File: config.mk
export PLATFORM = sky130hd
export DESIGN_NAME = wb_motor_pwm
export DESIGN_NICKNAME = d
export VERILOG_FILES = /design/src/rtl/wb_motor_pwm_pkg.sv /design/src/rtl/wb_motor_pwm_core.sv /design/src/rtl/wb_motor_pwm.sv
export SDC_FILE = /design/constraint.sdc
export NUM_CORES = 1
export LEC_CHECK = 0
export ABC_CLOCK_PERIOD_IN_PS = 4700
export BUFFER_PORTS_ARGS = -buffer_cell sky130_fd_sc_hd__buf_2
export CAP_MARGIN = 20
export CORE_UTILIZATION = 62
export DETAILED_ROUTE_END_ITERATION = 8
export PLACE_DENSITY_LB_ADDON = 0.25
export SLEW_MARGIN = 20
export SYNTH_ARGS = -nofsm -noshare
export SYNTH_HDL_FRONTEND = slang
export SYNTH_SLANG_ARGS = --single-unit
File: constraint.sdc
create_clock -name wb_clk_i -period 4.7 [get_ports wb_clk_i]
set_input_delay 0 -clock wb_clk_i [delete_from_list [all_inputs] [get_ports wb_clk_i]]
set_output_delay 0 -clock wb_clk_i [all_outputs]
set_load 0.01 [all_outputs]
File: src/rtl/wb_motor_pwm_pkg.sv
// Shared constants and types for the Wishbone wheel-motor PWM driver.
package wb_motor_pwm_pkg;

   // Counter, shadow and deadtime width
   localparam int unsigned CNT_W = 16;

   // Default register byte offsets
   localparam int unsigned CTRL_OFFS   = 0;
   localparam int unsigned PERIOD_OFFS = 4;
   localparam int unsigned DUTY_OFFS   = 8;
   localparam int unsigned STATUS_OFFS = 12;

   // CTRL bit positions
   localparam int unsigned CTRL_ENABLE = 0;
   localparam int unsigned CTRL_DIR    = 1;
   localparam int unsigned CTRL_BRAKE  = 2;
   localparam int unsigned CTRL_IRQ_EN = 3;
   localparam int unsigned CTRL_W      = 4;

   // STATUS bit positions
   localparam int unsigned STATUS_DONE    = 0;
   localparam int unsigned STATUS_DEAD    = 1;
   localparam int unsigned STATUS_CNT_LSB = 16;

   typedef enum logic [1:0] {
      StIdle = 2'd0,
      StRun  = 2'd1,
      StDead = 2'd2
   } state_e;

endpackage

File: src/rtl/wb_motor_pwm_core.sv
// PWM engine: period counter, shadow registers, IDLE/RUN/DEAD FSM,
// direction deadtime and pwm/dir/brake/irq generation.
module wb_motor_pwm_core
   import wb_motor_pwm_pkg::*;
#(
   parameter int unsigned DeadTime = 16
) (
   input  logic             clk,
   input  logic             rst,
   input  logic             enable,
   input  logic             dir_cfg,
   input  logic             brake_cfg,
   input  logic             irq_en,
   input  logic [CNT_W-1:0] period,
   input  logic [CNT_W-1:0] duty,
   output logic             pwm,
   output logic             dir,
   output logic             brake,
   output logic             irq,
   output logic             wrap,
   output logic             dead,
   output logic [CNT_W-1:0] cnt
);

   localparam logic [CNT_W-1:0] DtLoad = CNT_W'(DeadTime - 1);

   state_e           state_q, state_d;
   logic [CNT_W-1:0] cnt_q, cnt_d;
   logic [CNT_W-1:0] period_s_q, period_s_d;
   logic [CNT_W-1:0] duty_s_q, duty_s_d;
   logic [CNT_W-1:0] dt_q, dt_d;
   logic             pwm_q, pwm_d;
   logic             dir_q, dir_d;
   logic             brake_q;
   logic             irq_q, irq_d;
   logic             wrap_hit;
   logic [CNT_W-1:0] cnt_adv;

   // Next-state, counter advance and output decisions
   always_comb begin
      state_d    = state_q;
      cnt_d      = cnt_q;
      period_s_d = period_s_q;
      duty_s_d   = duty_s_q;
      dt_d       = dt_q;
      dir_d      = dir_q;
      pwm_d      = 1'b0;
      irq_d      = 1'b0;
      wrap       = 1'b0;

      // Period 0 parks the counter and never wraps
      wrap_hit = (period_s_q != '0) && (cnt_q == period_s_q - 1'b1);
      cnt_adv  = (period_s_q == '0 || wrap_hit) ? '0 : cnt_q + 1'b1;

      unique case (state_q)
         StIdle: begin
            cnt_d = '0;
            dir_d = dir_cfg;
            if (enable) begin
               state_d    = StRun;
               period_s_d = period;
               duty_s_d   = duty;
            end
         end
         StRun, StDead: begin
            if (!enable) begin
               state_d = StIdle;
               cnt_d   = '0;
            end else begin
               cnt_d = cnt_adv;
               if (wrap_hit) begin
                  period_s_d = period;
                  duty_s_d   = duty;
                  wrap       = 1'b1;
                  irq_d      = irq_en;
               end
               if (state_q == StRun) begin
                  if (dir_cfg != dir_q) begin
                     state_d = StDead;
                     dt_d    = DtLoad;
                  end else begin
                     pwm_d = (period_s_q != '0) && (cnt_q < duty_s_q);
                  end
               end else if (dt_q == '0) begin
                  // Takes whatever dir is requested now; a toggle-back is a no-op
                  dir_d   = dir_cfg;
                  state_d = StRun;
               end else begin
                  dt_d = dt_q - 1'b1;
               end
            end
         end
         default: state_d = StIdle;
      endcase

      // Brake overrides the bridge enable without touching FSM or counters
      if (brake_cfg) pwm_d = 1'b0;
   end

   // State and output registers
   always_ff @(posedge clk) begin
      if (rst) begin
         state_q    <= StIdle;
         cnt_q      <= '0;
         period_s_q <= '0;
         duty_s_q   <= '0;
         dt_q       <= '0;
         pwm_q      <= 1'b0;
         dir_q      <= 1'b0;
         brake_q    <= 1'b0;
         irq_q      <= 1'b0;
      end else begin
         state_q    <= state_d;
         cnt_q      <= cnt_d;
         period_s_q <= period_s_d;
         duty_s_q   <= duty_s_d;
         dt_q       <= dt_d;
         pwm_q      <= pwm_d;
         dir_q      <= dir_d;
         brake_q    <= brake_cfg;
         irq_q      <= irq_d;
      end
   end

   assign pwm   = pwm_q;
   assign dir   = dir_q;
   assign brake = brake_q;
   assign irq   = irq_q;
   assign dead  = (state_q == StDead);
   assign cnt   = cnt_q;

endmodule

File: src/rtl/wb_motor_pwm.sv
// Wishbone slave for the wheel-motor PWM driver: bus handshake, register
// file, STATUS sticky flag and read mux around the PWM engine.
module wb_motor_pwm
   import wb_motor_pwm_pkg::*;
#(
   parameter int unsigned C_WB_DWIDTH    = 32,
   parameter int unsigned C_WB_CTRLREG   = CTRL_OFFS,
   parameter int unsigned C_WB_PERIODREG = PERIOD_OFFS,
   parameter int unsigned C_WB_DUTYREG   = DUTY_OFFS,
   parameter int unsigned C_WB_STATUSREG = STATUS_OFFS,
   parameter int unsigned C_DEADTIME     = 16
) (
   input  logic                   wb_clk_i,
   input  logic                   wb_rst_i,
   input  logic                   wb_we_i,
   input  logic                   wb_cyc_i,
   input  logic                   wb_stb_i,
   output logic                   wb_ack_o,
   input  logic [C_WB_DWIDTH-1:0] wb_data_i,
   output logic [C_WB_DWIDTH-1:0] wb_data_o,
   input  logic [C_WB_DWIDTH-1:0] wb_addr_i,
   output logic                   pwm_o,
   output logic                   dir_o,
   output logic                   brake_o,
   output logic                   irq_o
);

   logic                   ack_q;
   logic [C_WB_DWIDTH-1:0] rdata_q, rdata_d;
   logic [CTRL_W-1:0]      ctrl_q;
   logic [CNT_W-1:0]       period_q, duty_q;
   logic                   done_q, done_d;
   logic                   access, wr, rd;
   logic                   sel_ctrl, sel_period, sel_duty, sel_status;
   logic                   wrap, dead;
   logic [CNT_W-1:0]       cnt;
   logic                   unused_wdata;

   assign unused_wdata = ^wb_data_i[C_WB_DWIDTH-1:CNT_W];

   // Access decode, read mux and sticky period_done update
   always_comb begin
      // The ~ack term splits a held strobe into alternate-cycle accesses
      access     = wb_stb_i & wb_cyc_i & ~ack_q;
      wr         = access & wb_we_i;
      rd         = access & ~wb_we_i;
      sel_ctrl   = (wb_addr_i == C_WB_DWIDTH'(C_WB_CTRLREG));
      sel_period = (wb_addr_i == C_WB_DWIDTH'(C_WB_PERIODREG));
      sel_duty   = (wb_addr_i == C_WB_DWIDTH'(C_WB_DUTYREG));
      sel_status = (wb_addr_i == C_WB_DWIDTH'(C_WB_STATUSREG));

      rdata_d = '0;
      if (sel_ctrl) begin
         rdata_d[CTRL_W-1:0] = ctrl_q;
      end else if (sel_period) begin
         rdata_d[CNT_W-1:0] = period_q;
      end else if (sel_duty) begin
         rdata_d[CNT_W-1:0] = duty_q;
      end else if (sel_status) begin
         rdata_d[STATUS_DONE]                 = done_q;
         rdata_d[STATUS_DEAD]                 = dead;
         rdata_d[STATUS_CNT_LSB +: CNT_W]     = cnt;
      end

      // A wrap in the same cycle as a write-1-to-clear keeps the flag set
      done_d = done_q;
      if (wrap) begin
         done_d = 1'b1;
      end else if (wr && sel_status && wb_data_i[STATUS_DONE]) begin
         done_d = 1'b0;
      end
   end

   // Bus and register file state
   always_ff @(posedge wb_clk_i) begin
      if (wb_rst_i) begin
         ack_q    <= 1'b0;
         rdata_q  <= '0;
         ctrl_q   <= '0;
         period_q <= '0;
         duty_q   <= '0;
         done_q   <= 1'b0;
      end else begin
         ack_q  <= access;
         done_q <= done_d;
         if (wr && sel_ctrl)   ctrl_q   <= wb_data_i[CTRL_W-1:0];
         if (wr && sel_period) period_q <= wb_data_i[CNT_W-1:0];
         if (wr && sel_duty)   duty_q   <= wb_data_i[CNT_W-1:0];
         if (rd)               rdata_q  <= rdata_d;
      end
   end

   assign wb_ack_o  = ack_q;
   assign wb_data_o = rdata_q;

   wb_motor_pwm_core #(
      .DeadTime (C_DEADTIME)
   ) u_core (
      .clk       (wb_clk_i),
      .rst       (wb_rst_i),
      .enable    (ctrl_q[CTRL_ENABLE]),
      .dir_cfg   (ctrl_q[CTRL_DIR]),
      .brake_cfg (ctrl_q[CTRL_BRAKE]),
      .irq_en    (ctrl_q[CTRL_IRQ_EN]),
      .period    (period_q),
      .duty      (duty_q),
      .pwm       (pwm_o),
      .dir       (dir_o),
      .brake     (brake_o),
      .irq       (irq_o),
      .wrap      (wrap),
      .dead      (dead),
      .cnt       (cnt)
   );

endmodule

==> flow_metrics.env, run 1 <==
export IMPL_antenna_found_initial=0
export IMPL_min_period_ns=3.84
export IMPL_synthesis_area_um2=7200
export IMPL_rrSetupSlack_ns=0.86
export IMPL_r2r_start="u_core.period_s_q[0]"
export IMPL_drt_iter0_drc=658
export IMPL_drtAntennaViolNets=0
export IMPL_diodes=0
export IMPL_worst_pin_slew_ns=1.07
export IMPL_post_route_util_pct=76.0
export IMPL_fmax_ghz=0.261
export IMPL_dr_total_vias=6680
export IMPL_drt_pass1_iterations=5
export IMPL_place_hpwl_mm=12.6
export IMPL_grt_pass1_vias=6485
export IMPL_cts_root_buffer="clkbuf_16"
export IMPL_synth_edff_count=0
export IMPL_rows=38
export IMPL_design_area_um2=8420
export IMPL_syn_inst=875
export IMPL_grt_pass1_wl_mm=30.9
export IMPL_hp_start="wb_addr_i[3]"
export IMPL_worstPathRequired_ns=5.04
export IMPL_synth_ff_type="dfxtp_1"
export IMPL_cts_sinks=140
export IMPL_dieArea_um2=12000
export IMPL_swShare_pct=22.6
export IMPL_die_w_um=110
export IMPL_p_clk_share_pct=51.3
export IMPL_overflow=0
export IMPL_rr_endpoint="u_core.period_s_q[6]"
export IMPL_gp_congestion=0.874
export IMPL_grt_use_total_pct=33.4
export IMPL_rsz0062_at_grt="no"
export IMPL_area_growth_syn_to_layout_pct=17.0
export IMPL_status="finished, final reports clean"
export IMPL_critPathKind="flip-flop to flip-flop"
export IMPL_cts_resized=0
export IMPL_critPathArrivalTime_ns=4.18
export IMPL_htreeDepth=4
export IMPL_grt_max_degree=123
export IMPL_cap_violations=0
export IMPL_synth_seq_cells=140
export IMPL_async_flop_share_pct=0
export IMPL_cts_hold_buf=18
export IMPL_p_leak_nw=3.34
export IMPL_die_h_um=110
export IMPL_seqPwrFrac_pct=44.2
export IMPL_hold_path_class="primary input to flip-flop"
export IMPL_core_area_um2=11100
export IMPL_totalWireLength_mm=18.8
export IMPL_final_nets=1042
export IMPL_worst_skew_pair_late_latency_ns=0.42
export IMPL_clk_pin_slew_worst_paths_ns=0.06
export IMPL_yosysSeqAreaShare_pct=38.9
export IMPL_yosysUniqueCellTypes=56
export IMPL_synth_fp_nets=968
export IMPL_cp_max_fo=21
export IMPL_p_total_mw=2.71
export IMPL_p_sw_mw=0.611
export IMPL_fin_ws_ns=0.862
export IMPL_cell_internal_pwr_mw=2.10
export IMPL_ios=106
export IMPL_avgSynthCellArea_um2=8.23
export IMPL_hold_viol=0
export IMPL_portBuffers=89
export IMPL_reg2reg_depth=11
export IMPL_slew_viol_final=0
export IMPL_drc_errors=0
export IMPL_tritoncts="built"
export IMPL_comb_power_share_pct=4.4
export IMPL_power_density_nw_per_um2=322
export IMPL_cp_end_kind="flip-flop"
export IMPL_maxSlewHeadroom_pct=28.5
export IMPL_post_cts_buffers=0
export IMPL_placed_cell_area_um2=7620
export IMPL_drive_above_1_share_pct=15.6
export IMPL_cts_buffers=17
export IMPL_timing_hold_worst_endpoint="wb_data_o[2]"
export IMPL_viasPerCell=6.06
export IMPL_ir_drop_mv=0.327
export IMPL_cts_buffer_depth=2
export IMPL_critPathLaunchType="flip-flop"
export IMPL_place_ws_ns=1.02
export IMPL_fin_worst_skew_ns=0.00972
export IMPL_hold_depth=4
export IMPL_wl_per_cell_um=17.0
export IMPL_start_util_pct=65.0
export IMPL_setup_tns_ns=0
export IMPL_setup_viol=0
export IMPL_finalCritPeriodShare_pct=81.7
export IMPL_ys_warn_count=0
-- cells in the final DEF (no fill, tap or decap), types with 6 or more instances in the layout --
cell	n
mux2i_1	36
xnor2_1	20
dlygate4sd3_1	18
a21oi_1	64
nor4_1	18
nand4_1	10
a221oi_1	15
o21ai_0	11
buf_4	9
nor3b_1	9
inv_1	26
nor3_1	39
or3_1	11
and3_1	11
clkbuf_16	17
nand2b_1	66
dfxtp_1	140
xor2_1	17
nand2_1	121
nor2_1	58
ha_1	23
nor4b_1	6
nand3_1	27
o21ai_1	10
buf_2	88
-- logic make-up after synthesis --
kind of cell | synth area share [%]
AO/OA/AOI/OAI | 12.4
buffers and inverters | 5.15
flip-flops | 38.9
XOR/XNOR | 4.50
AND/OR/NAND/NOR | 29.2
adder cells (fa/ha/maj) | 4.17
multiplexers | 5.63
-- registers in the layout, summed over array words and instances, names as in the netlist, 2 cells and up --
register / count
ctrl_q: 4
duty_q: 16
period_q: 16
u_core.cnt: 16
u_core.dt_q: 16
u_core.duty_s_q: 16
u_core.period_s_q: 16
u_core.state_q: 2
wb_data_o: 32
-- worst max-delay path by stage --
stage,start,to,slack [ns],depth (start not counted)
floorplan,u_core.period_s_q[8],u_core.cnt[5],1.75,9
global placement,u_core.period_s_q[0],u_core.period_s_q[5],1.23,11
detailed placement,u_core.period_s_q[0],u_core.period_s_q[5],1.02,11
CTS,u_core.period_s_q[0],u_core.period_s_q[6],0.96,11
global route,u_core.period_s_q[0],u_core.period_s_q[6],0.63,11
finish,u_core.period_s_q[0],u_core.period_s_q[6],0.86,11
-- routing by layer --
layer	share of wire (%)	global-route usage, %	up-vias
met2	48	54.6	315
li1	-	-	3191
met3	7.3	7.11	35
met1	43	42.7	3139
met5	0	0	-
met4	1.8	13.6	0
-- through the flow --
step	instances	hold WS, ns
floorplan	875	0.136
CTS	1102	0.0836
global placement	1052	0.251
finish	1102	0.0862
global route	1102	0.141
detailed placement	1052	0.258
-- synth_stat cells (5+ instances only) --
library cell	number	share of area, %
nand2b_1	66	5.7
o21ai_1	10	0.70
a31oi_1	5	0.43
nor4_1	19	1.7
ha_1	24	4.2
o21ai_0	11	0.76
o21ai_2	5	0.61
nor3b_1	9	0.94
nor3_1	39	2.7
nor4b_1	6	0.73
nor2_1	59	3.1
or3_1	11	0.96
xnor2_1	20	2.4
a211oi_1	5	0.52
xor2_1	17	2.1
dfxtp_1	140	39
and3_1	11	0.96
mux2i_1	36	5.0
clkbuf_1	53	2.8
a221oi_1	15	1.8
nand3_1	27	1.9
nor4bb_1	5	0.70
nand2_1	121	6.3
inv_1	26	1.4
a21oi_1	64	4.5
nand4_1	10	0.87
-- power by group through the flow --
stage | Clock (mW) | Sequential, mW | Combinational [mW]
after global routing | 1.45 | 1.20 | 0.131
after floorplan | 0 | 1.23 | 0.0585
final | 1.39 | 1.20 | 0.120
after detailed placement | 0 | 1.22 | 0.106
after CTS | 1.39 | 1.20 | 0.118
after global placement | 0 | 1.22 | 0.103
-- worst max-delay path: stages (launching register included) --
cell and delay [ns]:
dfxtp_1 0.37, inv_1 0.10, ha_1 0.22, nor3b_1 0.82, nand3b_1 0.23, a221oi_1 0.09, nor3_1 0.35, nor4_1 0.12
buf_4 0.17, a21oi_4 0.66, buf_4 0.37, mux2i_1 0.23
-- area by class of cell --
| cell class | count | area (µm²) |
|---|---|---|
| fillers | 773 | 2660 |
| clock buffers | 19 | 443 |
| clock inverters | 13 | 164 |
| repair buffers | 115 | 688 |
| inverters | 26 | 97.6 |
| multi-input cells | 649 | 4050 |
| flip-flops and latches | 140 | 2800 |
| well taps | 140 | 175 |
Note: power is estimated with default switching activity, not from simulation.
==> run 2, diff against run 1 <==
--- a/config.mk
+++ b/config.mk
@@ -5,10 +5,10 @@
 export SDC_FILE = /design/constraint.sdc
 export NUM_CORES = 1
 export LEC_CHECK = 0
-export ABC_CLOCK_PERIOD_IN_PS = 4700
+export ABC_CLOCK_PERIOD_IN_PS = 3300
 export BUFFER_PORTS_ARGS = -buffer_cell sky130_fd_sc_hd__buf_2
 export CAP_MARGIN = 20
-export CORE_UTILIZATION = 62
+export CORE_UTILIZATION = 52
 export DETAILED_ROUTE_END_ITERATION = 8
 export PLACE_DENSITY_LB_ADDON = 0.25
 export SLEW_MARGIN = 20
==> constraint.sdc (replaced) <==
create_clock -name wb_clk_i -period 3.3 [get_ports wb_clk_i]
set_input_delay 0 -clock wb_clk_i [delete_from_list [all_inputs] [get_ports wb_clk_i]]
set_output_delay 0 -clock wb_clk_i [all_outputs]
set_load 0.01 [all_outputs]
==> run 2 against run 1 <==
Net effect:
- fmax increased by 22%
- highest routed layer unchanged
- clock skew increased by 0.00055 ns
- die area up 19%
- power increased by 42%
- via count fell by 5.1%
- global-route usage decreased by 8.1 points
- cell count is 5.0% higher
- first-iteration DRC count decreased by 38%
==> flow_metrics.env, run 2 (same netlist as run 1, synthesis figures left out) <==
export IMPL_crit_start="u_core.period_s_q[9]"
export IMPL_area_growth_syn_to_layout_pct=19.7
export IMPL_rr_endpoint="u_core.cnt[11]"
export IMPL_post_cts_buffers=0
export IMPL_setup_viol=0
export IMPL_antenna_found_initial=0
export IMPL_status="finished, final reports clean"
export IMPL_fmax_ghz=0.318
export IMPL_final_common_cell="dfxtp_1"
export IMPL_p_leak_nw=3.45
export IMPL_worst_pin_slew_ns=0.999
export IMPL_totalWireLength_mm=17.1
export IMPL_overflow=0
export IMPL_grt_use_total_pct=25.2
export IMPL_worst_skew_pair_late_latency_ns=0.43
export IMPL_slew_viol_final=0
export IMPL_rrSetupSlack_ns=0.15
export IMPL_busiest_layer="met2"
export IMPL_finalCritPeriodShare_pct=95.4
export IMPL_critPathKind="flip-flop to flip-flop"
export IMPL_rows=42
export IMPL_place_hpwl_mm=12.1
export IMPL_hold_path_class="primary input to flip-flop"
export IMPL_grt_max_degree=73
export IMPL_ir_drop_mv=0.409
export IMPL_power_density_nw_per_um2=446
export IMPL_drtAntennaViolNets=0
export IMPL_crit_end="u_core.cnt[11]"
export IMPL_cts_buffers=17
export IMPL_grt_use_met1_pct=31.9
export IMPL_ios=106
export IMPL_critPathLaunchType="flip-flop"
export IMPL_tritoncts="built"
export IMPL_place_ws_ns=0.205
export IMPL_drt_pass1_iterations=5
export IMPL_setup_tns_ns=0
export IMPL_rsz0062_at_grt="no"
export IMPL_min_period_ns=3.15
export IMPL_cp_max_fo=15
export IMPL_critPathArrivalTime_ns=3.42
export IMPL_final_nets=1062
export IMPL_p_total_mw=3.84
export IMPL_maxSlewHeadroom_pct=33.4
export IMPL_hold_viol=0
export IMPL_dieArea_um2=14300
export IMPL_cts_buffer_depth=2
export IMPL_htreeDepth=4
export IMPL_p_clk_share_pct=51.1
export IMPL_cp_end_kind="flip-flop"
export IMPL_cap_violations=0
export IMPL_diodes=0
export IMPL_grt_pass1_wl_mm=29.0
export IMPL_viasPerCell=5.48
export IMPL_r2r_start="u_core.period_s_q[9]"
export IMPL_start_util_pct=53.9
export IMPL_comb_power_share_pct=4.5
export IMPL_reg2reg_depth=8
export IMPL_die_w_um=120
export IMPL_grt_util_met3_pct=6.23
export IMPL_dr_total_vias=6340
export IMPL_largest_reg_flops=32
export IMPL_fin_worst_skew_ns=0.0103
export IMPL_cts_resized=0
export IMPL_mostFrequentLayoutCells="140 x dfxtp_1, 121 x nand2_1, 88 x buf_2"
export IMPL_seqPwrFrac_pct=44.4
export IMPL_cts_sinks=140
export IMPL_p_sw_mw=0.855
export IMPL_core_area_um2=13300
export IMPL_portBuffers=89
export IMPL_cell_internal_pwr_mw=2.99
export IMPL_gp_congestion=0.861
export IMPL_die_h_um=120
export IMPL_clk_pin_slew_worst_paths_ns=0.06
export IMPL_drt_iter0_drc=405
export IMPL_swShare_pct=22.3
export IMPL_cts_root_buffer="clkbuf_16"
export IMPL_drc_errors=0
export IMPL_grt_pass1_vias=6008
export IMPL_grt_use_met2_pct=41.4
export IMPL_wl_per_cell_um=14.8
export IMPL_fin_ws_ns=0.153
export IMPL_worstPathRequired_ns=3.57
export IMPL_drive_above_1_share_pct=17.0
==> run 2: critical path, stage by stage (launching register included) <==
cell	delay (ns)
dfxtp_1	0.35
or4_1	0.53
or3_1	0.36
a2111o_1	0.42
a211o_1	0.33
or4_1	0.51
buf_4	0.23
a21oi_2	0.18
nor3_1	0.08
==> run 2: final cells by class <==
| class | count | area, µm² |
|---|---|---|
| Multi-Input combinational cell | 649 | 4040 |
| Tap cell | 176 | 220 |
| Clock buffer | 18 | 439 |
| Clock inverter | 13 | 164 |
| Fill cell | 1159 | 4730 |
| Sequential cell | 140 | 2800 |
| Timing Repair Buffer | 135 | 853 |
| Inverter | 26 | 97.6 |
==> run 2: repair_timing <==
item | in CTS | in global routing
hold buffers | 19 | 0
endpoints found under the setup margin | 0 | 0
endpoints found under the hold margin | 50 | 0
==> run 2: worst min-delay path by stage <==
stage | start | to | slack [ns] | depth (start not counted)
floorplan | wb_data_i[0] | duty_q[0] | 0.14 | 2
global placement | wb_data_i[14] | period_q[14] | 0.26 | 3
detailed placement | wb_data_i[5] | period_q[5] | 0.26 | 3
CTS | wb_addr_i[3] | wb_data_o[2] | 0.08 | 4
global route | wb_rst_i | u_core.brake | 0.14 | 2
finish | wb_addr_i[3] | wb_data_o[2] | 0.09 | 4
==> run 2: metrics by stage <==
stage | area (µm²) | instances | util [%] | hold WS (ns)
2_1_floorplan | 7200 | 875 | - | 0.136
3_3_place_gp | 7820 | 1107 | 58.6 | 0.257
3_5_place_dp | 7820 | 1107 | 58.6 | 0.259
4_1_cts | 8620 | 1157 | 64.6 | 0.0835
5_1_grt | 8620 | 1157 | 64.6 | 0.143
6_report | 8620 | 1157 | 64.6 | 0.0904
==> run 2: routing by layer <==
layer,part of all wire [%],up-vias
li1,-,3233
met1,45,2931
met2,47,152
met3,5.4,24
met4,1.8,0
met5,0,-
==> run 2: power groups by stage <==
stage	sequential, mW	clock, mW	combinational, mW
global placement	1.74	0	0.153
global route	1.71	2.07	0.190
finish	1.71	1.96	0.172
floorplan	1.75	0	0.0833
detailed placement	1.74	0	0.154
CTS	1.71	1.99	0.172
==> run 3, diff against run 2 <==
--- a/config.mk
+++ b/config.mk
@@ -5,7 +5,7 @@
 export SDC_FILE = /design/constraint.sdc
 export NUM_CORES = 1
 export LEC_CHECK = 0
-export ABC_CLOCK_PERIOD_IN_PS = 3300
+export ABC_CLOCK_PERIOD_IN_PS = 2800
 export BUFFER_PORTS_ARGS = -buffer_cell sky130_fd_sc_hd__buf_2
 export CAP_MARGIN = 20
 export CORE_UTILIZATION = 52
==> constraint.sdc (replaced) <==
create_clock -name wb_clk_i -period 2.8 [get_ports wb_clk_i]
set_input_delay 0 -clock wb_clk_i [delete_from_list [all_inputs] [get_ports wb_clk_i]]
set_output_delay 0 -clock wb_clk_i [all_outputs]
set_load 0.01 [all_outputs]
==> run 3 against run 2 <==
Net effect:
- die area unchanged
- largest power group unchanged
- register-to-register slack got worse by 0.27 ns
- global-route usage increased by 1.6 points
- highest routed layer unchanged
- critical endpoint unchanged
- via count increased by 3.8%
- sequential power increased by 18%
- critical path type unchanged
- worst setup slack got worse by 0.27 ns
- routed wire length increased by 8.4%
- clock-buffer cell count increased by 3
- the run now ends with negative setup slack left
- flip-flop and latch count unchanged
==> flow_metrics.env, run 3 (same netlist as run 1, synthesis figures left out) <==
export IMPL_finalNonFillerCells=1185
export IMPL_drt_iter0_drc=426
export IMPL_setup_viol=48
export IMPL_cell_internal_pwr_mw=3.68
export IMPL_start_util_pct=53.9
export IMPL_cts_root_buffer="clkbuf_16"
export IMPL_status="complete, but fails checks"
export IMPL_drc_errors=0
export IMPL_p_sw_mw=0.979
export IMPL_rows=42
export IMPL_largest_reg_flops=32
export IMPL_overflow=0
export IMPL_critPathArrivalTime_ns=3.18
export IMPL_finalCritPeriodShare_pct=104
export IMPL_comb_power_share_pct=4.4
export IMPL_viasPerCell=5.55
export IMPL_maxSlewHeadroom_pct=31.2
export IMPL_clk_pin_slew_worst_paths_ns=0.06
export IMPL_r2r_start="u_core.period_s_q[8]"
export IMPL_post_route_util_pct=67.3
export IMPL_hold_path_class="primary input to flip-flop"
export IMPL_drt_pass1_iterations=5
export IMPL_crit_start="u_core.period_s_q[8]"
export IMPL_dp_cells=1132
export IMPL_htreeDepth=4
export IMPL_mostFrequentLayoutCells="139 x dfxtp_1, 121 x nand2_1, 88 x buf_2"
export IMPL_p_clk_share_pct=52.3
export IMPL_worstPathRequired_ns=3.07
export IMPL_critPathLaunchType="flip-flop"
export IMPL_hp_start="wb_addr_i[3]"
export IMPL_fin_ws_ns=-0.116
export IMPL_critPathKind="flip-flop to flip-flop"
export IMPL_final_common_cell="dfxtp_1"
export IMPL_rrSetupSlack_ns=-0.12
export IMPL_ios=106
export IMPL_worst_pin_slew_ns=1.03
export IMPL_ir_drop_mv=0.439
export IMPL_drive_above_1_share_pct=20.2
export IMPL_cts_buffer_depth=2
export IMPL_wl_per_cell_um=15.6
export IMPL_grt_use_total_pct=26.8
export IMPL_hold_slack_ns=0.101
export IMPL_violations="negative setup slack"
export IMPL_cts_buffers=17
export IMPL_p_leak_nw=3.66
export IMPL_grt_max_degree=107
export IMPL_slew_viol_final=0
export IMPL_min_period_ns=2.92
export IMPL_portBuffers=89
export IMPL_setup_tns_ns=-2.00
export IMPL_area_growth_syn_to_layout_pct=24.9
export IMPL_p_total_mw=4.65
export IMPL_core_area_um2=13300
export IMPL_gp_congestion=0.846
export IMPL_cp_end_kind="flip-flop"
export IMPL_seqPwrFrac_pct=43.2
export IMPL_grt_pass1_wl_mm=30.2
export IMPL_tritoncts="built"
export IMPL_final_nets=1090
export IMPL_fin_worst_skew_ns=0.00744
export IMPL_die_h_um=120
export IMPL_drtAntennaViolNets=0
export IMPL_diodes=0
export IMPL_grt_pass1_vias=5999
export IMPL_cp_max_fo=8
export IMPL_place_hpwl_mm=12.5
export IMPL_cap_violations=0
export IMPL_rsz0062_at_grt="yes"
export IMPL_worst_skew_pair_late_latency_ns=0.43
export IMPL_dieArea_um2=14300
export IMPL_dr_total_vias=6580
export IMPL_fmax_ghz=0.343
export IMPL_power_density_nw_per_um2=518
export IMPL_swShare_pct=21.0
export IMPL_hold_viol=0
export IMPL_cts_sinks=140
export IMPL_totalWireLength_mm=18.5
export IMPL_die_w_um=120
export IMPL_antenna_found_initial=0
==> run 3: changes by cell type in the layout (fill, tap and decap cells not counted), sizes merged <==
cell         previous run  this run
buf                   116       144
bufinv                  3         4
clkbuf                 18        22
clkinv                  5         4
dlygate4sd3            19        18
inv                    29        26
==> run 3: timing repair <==
| item | 4_1_cts | 5_1_grt |
|---|---|---|
| cloned | 1 | 1 |
| hold buffers | 18 | 0 |
| resized for setup | 6 | 11 |
| setup buffers | 2 | 0 |
| endpoints found under the setup margin | 47 | 51 |
| endpoints found under the hold margin | 38 | 0 |
| pin swaps | 0 | 3 |
==> run 3: path summary, 6_finish.rpt <==
path,end,depth (start not counted)
setup / recovery,u_core.cnt[11],8
hold / removal,wb_data_o[3],4
setup reg to reg,u_core.cnt[11],8
hold reg to reg,wb_data_o[17],2
==> run 3: metrics by stage <==
| step | setup slack (ns) | area (µm²) |
|---|---|---|
| 3_5_place_dp | -0.125 | 8030 |
| 6_report | -0.116 | 8990 |
| 2_1_floorplan | 0.00883 | 7200 |
| 4_1_cts | -0.0909 | 8910 |
| 3_3_place_gp | -0.0884 | 8030 |
| 5_1_grt | -0.215 | 8990 |
==> run 3: cell type report <==
type / instances / area, µm²
fill: 1109 / 4360
multi-input combinational: 649 / 4090
sequential: 140 / 2800
timing repair buffer: 163 / 1130
clock buffer: 21 / 480
tap: 176 / 220
clock inverter: 10 / 163
inverter: 26 / 97.6
==> run 3: layer usage <==
layer / vias to the layer above / share of wire [%] / global-route usage [%]
met5: - / 0 / 0
met4: 0 / 2.6 / 10.9
met3: 34 / 5.8 / 5.18
met2: 200 / 47 / 44.3
met1: 3049 / 44 / 34.2
li1: 3297 / - / -
==> run 3: critical path, cell delays in order, from the launching register on <==
cell      delay, ns
dfxtp_2        0.32
or4_4          0.52
or3_1          0.36
a2111o_1       0.41
a211o_1        0.30
or4_4          0.47
buf_12         0.17
a21oi_4        0.14
nor3_1         0.06
==> run 3: power groups by stage <==
stage               Combinational, mW  Sequential [mW]  Clock [mW]
floorplan                      0.0982             2.06           0
global placement                0.183             2.06           0
detailed placement              0.185             2.06           0
CTS                             0.205             2.01        2.46
global route                    0.226             2.01        2.54
finish                          0.206             2.01        2.44
